$ cat src/rtl/mul_add_pkg.sv
// mul_add_pkg: shared minicalc definitions; FSM encoding and sizing helpers for mul_add.
package mul_add_pkg;
   localparam int STATE_W = 2;
   typedef enum logic [STATE_W-1:0] {
      IDLE = 2'd0,
      RUN  = 2'd1,
      DONE = 2'd2
   } state_e;
   function automatic int cnt_width(input int bits);
      return bits > 1 ? $clog2(bits) : 1;
   endfunction
endpackage

$ cat src/rtl/mul_add_if.sv
// mul_add_if: start/busy/done handshake bundle with operands and result for mul_add.
interface mul_add_if #(parameter int BITS = 4);
   logic              start;
   logic [BITS-1:0]   a;
   logic [BITS-1:0]   b;
   logic [BITS-1:0]   c;
   logic              busy;
   logic              done;
   logic [2*BITS-1:0] result;
   modport master (output start, a, b, c, input busy, done, result);
   modport slave  (input start, a, b, c, output busy, done, result);
endinterface

$ cat src/rtl/mul_add.sv
// mul_add: sequential unsigned a*b+c, one multiplier bit per clock under a start/busy/done handshake.
module mul_add
   import mul_add_pkg::*;
#(
   parameter int BITS = 4
) (
   input logic       clk,
   input logic       rst,
   mul_add_if.slave  bus
);
   localparam int CW = cnt_width(BITS);
   localparam int RW = 2 * BITS;
   state_e          state_q, state_d;
   logic [BITS-1:0] a_q, a_d, b_q, b_d;
   logic [RW-1:0]   acc_q, acc_d, result_q, result_d, sum;
   logic [CW-1:0]   cnt_q, cnt_d;
   logic            last;
   always_comb begin
      last     = cnt_q == CW'(BITS - 1);
      sum      = acc_q + (b_q[cnt_q] ? ({{BITS{1'b0}}, a_q} << cnt_q) : '0);
      state_d  = state_q;
      a_d      = a_q;
      b_d      = b_q;
      acc_d    = acc_q;
      cnt_d    = cnt_q;
      result_d = result_q;
      if (state_q == IDLE && bus.start) begin
         a_d     = bus.a;
         b_d     = bus.b;
         acc_d   = {{BITS{1'b0}}, bus.c};
         cnt_d   = '0;
         state_d = RUN;
      end else if (state_q == RUN) begin
         acc_d    = sum;
         cnt_d    = cnt_q + 1'b1;
         state_d  = last ? DONE : RUN;
         // result is published on the same edge that enters DONE, so done and result align
         result_d = last ? sum : result_q;
      end else if (state_q == DONE) begin
         state_d = IDLE;
      end
   end
   always_ff @(posedge clk) begin
      if (rst) begin
         state_q  <= IDLE;
         a_q      <= '0;
         b_q      <= '0;
         acc_q    <= '0;
         cnt_q    <= '0;
         result_q <= '0;
      end else begin
         state_q  <= state_d;
         a_q      <= a_d;
         b_q      <= b_d;
         acc_q    <= acc_d;
         cnt_q    <= cnt_d;
         result_q <= result_d;
      end
   end
   assign bus.busy   = state_q == RUN;
   assign bus.done   = state_q == DONE;
   assign bus.result = result_q;
endmodule

$ cat src/flat_wrapper.sv
// flat-port wrapper written by rule: the top's interface ports become plain ports
module mul_add_flat import mul_add_pkg::*;
#(
   parameter int BITS = 4
)
  (clk, rst, bus_start, bus_a, bus_b, bus_c, bus_busy, bus_done, bus_result);
  mul_add_if #(.BITS(BITS)) bus_i ();
  input logic clk;
  input logic rst;
  input wire logic [$bits(bus_i.start)-1:0] bus_start;
  input wire logic [$bits(bus_i.a)-1:0] bus_a;
  input wire logic [$bits(bus_i.b)-1:0] bus_b;
  input wire logic [$bits(bus_i.c)-1:0] bus_c;
  output wire logic [$bits(bus_i.busy)-1:0] bus_busy;
  output wire logic [$bits(bus_i.done)-1:0] bus_done;
  output wire logic [$bits(bus_i.result)-1:0] bus_result;
  assign bus_i.start = bus_start;
  assign bus_i.a = bus_a;
  assign bus_i.b = bus_b;
  assign bus_i.c = bus_c;
  assign bus_busy = bus_i.busy;
  assign bus_done = bus_i.done;
  assign bus_result = bus_i.result;
  mul_add #(.BITS(BITS)) u_core (.clk(clk), .rst(rst), .bus(bus_i));
endmodule
$ cat config.mk
export PLATFORM = sky130hd
export DESIGN_NAME = mul_add_flat
export DESIGN_NICKNAME = d
export VERILOG_FILES = /design/src/rtl/mul_add_pkg.sv /design/src/rtl/mul_add_if.sv /design/src/rtl/mul_add.sv /design/src/flat_wrapper.sv
export SDC_FILE = /design/constraint.sdc
export NUM_CORES = 1
export LEC_CHECK = 0
export ABC_AREA = 1
export CORE_ASPECT_RATIO = 1.75
export CORE_UTILIZATION = 30
export CTS_BUF_LIST = sky130_fd_sc_hd__clkbuf_4
export DETAILED_ROUTE_END_ITERATION = 16
export PLACE_DENSITY = 0.52
export SLEW_MARGIN = 25
export SYNTH_ARGS = -nofsm -noshare
export SYNTH_HDL_FRONTEND = slang
export SYNTH_SLANG_ARGS = --single-unit
$ cat constraint.sdc
create_clock -name clk -period 2.1 [get_ports clk]
set_clock_uncertainty 0.15 [all_clocks]
set_input_delay 0.42 -clock clk [delete_from_list [all_inputs] [get_ports clk]]
set_output_delay 0.42 -clock clk [all_outputs]
set_load 0.02 [all_outputs]
==> results of run 1 <==
[per-stage QoR]
stage | worst slack (ps) | power, mW | setup TNS [ps] | cell area [µm²] | utilization (%)
after floorplan | 75.9 | 0.757 | 0 | 1680 | -
after global placement | -149 | 0.859 | -1110 | 2080 | 38.9
after detailed placement | -155 | 0.862 | -1100 | 2080 | 38.9
after CTS | 18.0 | 1.11 | 0 | 2150 | 40.2
after global routing | -102 | 1.17 | -638 | 2200 | 41.1
final | 31.8 | 1.11 | 0 | 2200 | 41.1
[power by group through the flow]
| stage | combinational, mW | clock [mW] | sequential (mW) |
|---|---|---|---|
| 2_1_floorplan | 0.170 | 0 | 0.587 |
| 3_3_place_gp | 0.265 | 0 | 0.595 |
| 3_5_place_dp | 0.266 | 0 | 0.595 |
| 4_1_cts | 0.274 | 0.246 | 0.589 |
| 5_1_grt | 0.312 | 0.262 | 0.595 |
| 6_report | 0.280 | 0.236 | 0.591 |
[what timing repair did]
item | in CTS | in global routing
setup endpoints to repair | 13 | 11
endpoints found under the hold margin | 0 | 0
pin swaps | 1 | 8
gates cloned | 0 | 0
resized for setup | 12 | 13
[final cells by class]
| type | count | share of cell area, % |
|---|---|---|
| antenna | 1 | 0.114 |
| clock buffer | 3 | 1.03 |
| inverter | 40 | 6.95 |
| multi-input combinational | 173 | 45.8 |
| sequential | 28 | 25.8 |
| tap | 74 | 4.21 |
| timing repair buffer | 39 | 16.1 |
[worst register-to-register path, stage by stage, from the launching register on]
cell and delay (ps):
dfxtp_4 450, inv_4 60, a21oi_2 150, o21ai_2 80
nand2_1 90, nand2_1 70, inv_2 70, ha_4 200
or2_4 240, nand3b_1 120, nand2_1 60, nand2_1 70
nand3_1 80, nand2_1 70, inv_1 30
[state kept, by name, indices dropped and copies added, names as in the netlist]
name,cells
u_core.a_q,4
u_core.acc_q,8
u_core.b_q,4
u_core.bus.result,8
u_core.cnt_q,2
u_core.state_q,2
[per-layer routing]
layer / track usage [%] / vias up / routed length (µm)
met2: 31.9 / 25 / 2540
met4: 9.71 / 0 / 163
li1: - / 850 / -
met1: 14.6 / 734 / 1580
met5: 0 / - / 0
met3: 1.54 / 12 / 64
[cells in the mapped netlist (all sizes together)]
cell type / instances / area share, %
a211oi: 1 / 0.45
a21oi: 12 / 4.7
buf: 7 / 2.9
clkbuf: 1 / 0.30
dfxtp: 28 / 33
fa: 1 / 1.2
ha: 12 / 8.9
inv: 40 / 8.9
mux2i: 2 / 1.2
nand2: 55 / 13
nand3: 22 / 6.8
nand3b: 2 / 0.89
nand4: 1 / 0.37
nor2: 40 / 8.9
nor3: 2 / 0.59
o211ai: 1 / 0.45
o21ai: 17 / 5.3
o2bb2ai: 1 / 0.52
or2: 3 / 1.3
xor2: 1 / 0.52
[logic make-up after synthesis]
kind of cell	share of synthesized area, %
AOI/OAI and AO/OA	11.4
xor gates and xnor gates	0.520
adders and majority gates	10.1
buffers and inverters	12.1
DFF	33.3
muxes	1.19
and+or+nand+nor	31.4
[worst max path at each step]
stage / startpoint / end / slack, ps / cells after the start
2_1_floorplan: u_core.cnt_q[0] / u_core.acc_q[4] / 80 / 15
3_3_place_gp: u_core.cnt_q[0] / u_core.acc_q[5] / -150 / 12
3_5_place_dp: u_core.cnt_q[0] / u_core.acc_q[7] / -150 / 13
4_1_cts: u_core.cnt_q[0] / u_core.acc_q[6] / 20 / 12
5_1_grt: u_core.cnt_q[0] / u_core.acc_q[5] / -100 / 14
6_report: u_core.cnt_q[0] / u_core.acc_q[5] / 30 / 14
==> results.txt, run 1 <==
area grow syn2layout -> 30.5%
max-cap violation count -> 0
#FFs+latches synth -> 28
Int Power -> 0.757 mW
Nets -> 313
Crit path required time -> 2220 ps
Synth cell types -> 30
CTS tree -> done
worst hold path class -> flop to flop
dpl cells -> 354
sequential-to-total area share from yosys stat -> 33.3%
CP cell instances -> inv_4 -> a21oi_2 -> o21ai_2 -> nand2_1 -> nand2_1 -> inv_2 -> ha_4 -> or2_4 -> nand3b_1 -> nand2_1 -> nand2_1 -> nand3_1 -> nand2_1 -> inv_1
RSZ-0062 raised after global routing -> true
Clk pwr share -> 21.3%
CP Class -> flop to flop
Period minus WS final -> 2070 ps
dpl hpwl -> 3.36 mm
Syn Area/Cell -> 6.76 µm²
most used cell, CP -> nand2_1
CP max FO -> 7
CTS Sinks -> 28
Slowest Stage Delay on Critical Path -> 450 ps
most common cell after layout, fill and taps aside -> nand2_1
status -> finished clean
Root Driver -> clkbuf_4
final setup fails -> 0
initial core utilization -> 31.5%
Total Routed Length -> 4.35 mm
Die W -> 58.6 µm
pin count of the biggest net entering global routing -> 17
global route overflow -> 0
DR WL/cell -> 12.1 µm
sw power -> 0.350 mW
Chip Height -> 101 µm
Comb pwr share -> 25.3%
final hold violations -> 0
Rel. slew slack -> 74.9%
maximum buffer depth of the clock tree -> 2
Worst Tran Pin Value -> 376 ps
GPL Wtd Cong -> 0.886
layout cells sized above 1 -> 18.0%
Critical Path Source Type -> flop
WHS Path Cells -> 2
Tcrit/Tclk final -> 98.5%
drc violations -> 0
Num CTS Buffers -> 3
fin. max-slew vios -> 0
Reg-to-Reg End -> u_core.acc_q[5]
drt first pass iters -> 4
highest-delay cell along the critical path -> dfxtp_4
YS warnings -> 0
Cell Count, Final, Fillers Out -> 358
Post-Synthesis Cells -> 249
static leakage -> 1.02 nW
Syn Std Cell Area -> 1680 µm²
I/O Buffers -> 24
initial antenna violation count -> 1
Switching Share -> 31.6%
vias per cell -> 4.53
Clock transition at path regs -> 160 ps
DIE AREA -> 5930 µm²
hold_buf cts -> 0
multi-input logic area -> 1010 µm²
clk_lat worst skew -> 340 ps
Crit. End Element -> flop
first-pass GRT wire length -> 6.93 mm
Post-Syn Nets -> 277
# IOs -> 25
WP buf/inv -> 3
commonest non-fill, non-tap cells in the layout -> 50 x nand2_1, 38 x nor2_1, 32 x inv_1
post-route antenna net violation count -> 0
r2r setup slk -> 30 ps
initial drt markers -> 38
Tot GR Track Use -> 15.9%
fillers -> 598
Hold Path Sink -> u_core.b_q[1]
CP delay by family, top -> simple AND/OR/NAND/NOR gates
vias in the first global route -> 1540
Worst Min Path Start -> u_core.b_q[1]
Std-Cell Core Area -> 5340 µm²
Hold WS -> 330 ps
sequential share of power -> 53.4%
DR vias -> 1621
area occupied by registers -> 567 µm²
Arr. time, crit path -> 2190 ps
CTS HTree Levels -> 1
Power per Cell Area -> 504 nW/µm²
FF-to-FF Start -> u_core.cnt_q[0]
setup bufs post-CTS -> 0
R2R cell count -> 14
fmax -> 0.484 GHz
Rows -> 35
VDD IR max -> 0.246 mV
No activity file was read; power rests on OpenSTA's default activity.
==> run 2: changes to the inputs <==
CORE_ASPECT_RATIO = 2   (was 1.75)
CORE_MARGIN = 2   (was unset)
==> results.txt, run 2 (synthesis results as in run 1) <==
most used cell, CP -> nand2_2
Tcrit/Tclk final -> 102% (+3.6 points)
final setup fails -> 6 (+6)
Nets -> 317 (+1.3%)
Cell Count, Final, Fillers Out -> 348 (-2.8%)
CTS Sinks -> 28 (unchanged)
initial core utilization -> 31.1% (-0.45 points)
Num CTS Buffers -> 3 (unchanged)
VDD IR max -> 0.412 mV (+67%)
status -> complete, but fails checks
commonest non-fill, non-tap cells in the layout -> 42 x nand2_1, 35 x nor2_1, 29 x inv_1
GPL Wtd Cong -> 0.831 (-6.2%)
Tot GR Track Use -> 14.7% (-1.3 points)
first-pass GRT wire length -> 7.00 mm (+1.0%)
failing checks -> setup timing
vias in the first global route -> 1569 (+1.9%)
DR vias -> 1646 (+1.5%)
worst hold path class -> flop to flop
initial drt markers -> 16 (-58%)
total power draw -> 1.13 mW (+2.3%)
Ant. Diodes -> 0 (-1)
CP Class -> flop to flop
Period minus WS final -> 2140 ps (+76.6 ps)
dpl hpwl -> 3.36 mm (about the same)
Final TNS setup -> -181 ps (-181 ps)
Rel. slew slack -> 77.9% (+3.0 points)
drc violations -> 0 (unchanged)
# IOs -> 25 (unchanged)
dpl cells -> 339 (-4.2%)
I/O Buffers -> 24 (unchanged)
drt first pass iters -> 4 (unchanged)
maximum buffer depth of the clock tree -> 2 (unchanged)
Rows -> 38 (+8.6%)
most common cell after layout, fill and taps aside -> nand2_1
RSZ-0062 raised after global routing -> true
Die W -> 57.0 µm (-2.8%)
vias per cell -> 4.73 (+4.5%)
area grow syn2layout -> 37.6%
Critical Path Source Type -> flop
worst setup margin -> -44.8 ps (-76.6 ps)
CP max FO -> 5 (-2)
initial antenna violation count -> 0 (-1)
DR WL/cell -> 12.7 µm (+4.7%)
highest-delay cell along the critical path -> dfxtp_4
Crit. End Element -> flop
fmax -> 0.466 GHz (-3.6%)
final hold violations -> 0 (unchanged)
fin. max-slew vios -> 0 (unchanged)
CP cell instances -> buf_6 -> mux2i_4 -> nor2_2 -> o21ai_1 -> inv_1 -> ha_4 -> nand2_2 -> nand2_2 -> a21oi_4 -> nand2_1 -> nand2_2 -> nand3_2 -> nand2_1 -> inv_1
Slowest Stage Delay on Critical Path -> 420 ps (-30 ps)
Power per Cell Area -> 489 nW/µm² (-3.0%)
layout cells sized above 1 -> 27.4% (+9.4 points)
Worst Tran Pin Value -> 331 ps (-45.3 ps)
Total Routed Length -> 4.42 mm (+1.8%)
static leakage -> 1.05 nW (+3.2%)
Std-Cell Core Area -> 5420 µm² (+1.5%)
max-cap violation count -> 0 (unchanged)
Crit path required time -> 2210 ps (about the same)
clk_lat worst skew -> 330 ps (about the same)
CTS HTree Levels -> 1 (unchanged)
DIE AREA -> 6270 µm² (+5.7%)
post-route antenna net violation count -> 0 (unchanged)
pin count of the biggest net entering global routing -> 16 (-1)
Chip Height -> 110 µm (+8.7%)
Root Driver -> clkbuf_4
global route overflow -> 0 (unchanged)
Clock transition at path regs -> 160 ps (about the same)
CTS tree -> done
Arr. time, crit path -> 2250 ps (+60 ps)
run 2: cell types whose count changed in the layout (fill, tap and decap cells not counted), sizes merged:
| cell | before | now |
|---|---|---|
| buf | 15 | 19 |
| clkinv | 0 | 1 |
| diode | 1 | 0 |
run 2: metrics by stage:
stage                     cell area [µm²]  util [%]  setup WS (ps)  hold slack (ps)
after global placement               2050      37.8          -92.0              302
after detailed placement             2050      37.8          -87.8              308
final                                2320      42.8          -44.8              323
after floorplan                      1680         -           75.9              279
after global routing                 2320      42.8           -152              343
after CTS                            2180      40.2          -58.2              330
run 2: power by group:
group / internal (mW) / total [mW] / switching (mW) / leakage (nW)
Sequential: 0.561 / 0.590 / 0.0291 / 0.231
Clock: 0.0699 / 0.237 / 0.167 / 0.0154
Combinational: 0.142 / 0.306 / 0.164 / 0.806
run 2: path summary, 6_finish.rpt:
path / slack, ps / to / from / depth (start not counted)
max: -40 / u_core.bus.result[7] / u_core.cnt_q[0] / 14
min: 320 / u_core.b_q[1] / u_core.b_q[1] / 2
max reg2reg: -40 / u_core.bus.result[7] / u_core.cnt_q[0] / 14
min reg2reg: 320 / u_core.b_q[1] / u_core.b_q[1] / 2
run 2: repair_timing:
action / in CTS / in global routing
buffers inserted: 4 / 1
pin swaps: 11 / 26
cloned: 0 / 0
gates resized for setup: 22 / 36
setup endpoints to repair: 13 / 11
hold buffers: 0 / 0
endpoints found under the hold margin: 0 / 0
run 2: layout make-up:
| class | instances | area [µm²] |
|---|---|---|
| sequential | 28 | 571 |
| inverter | 40 | 155 |
| tap | 60 | 75.1 |
| timing repair buffer | 43 | 388 |
| clock buffer | 3 | 22.5 |
| clock inverter | 1 | 3.75 |
| fill | 589 | 3100 |
| multi-input combinational | 173 | 1100 |
run 2: routing by layer:
metal	routed length (µm)	share of wire, %	GRT usage, %	vias up
li1	-	-	-	863
met1	1540	35	13.2	753
met2	2630	59	30.3	20
met3	73	1.7	1.06	10
met4	176	4.0	8.31	0
met5	0	0	0	-
run 2: worst max-delay path: cells and delay by family, from the launching register on:
kind / cells / cell delay (ps)
AOI/OAI and AO/OA: 2 / 290
adders and majority gates: 1 / 250
buffers and inverters: 3 / 250
and+or+nand+nor: 7 / 460
muxes: 1 / 240
DFF: 1 / 420
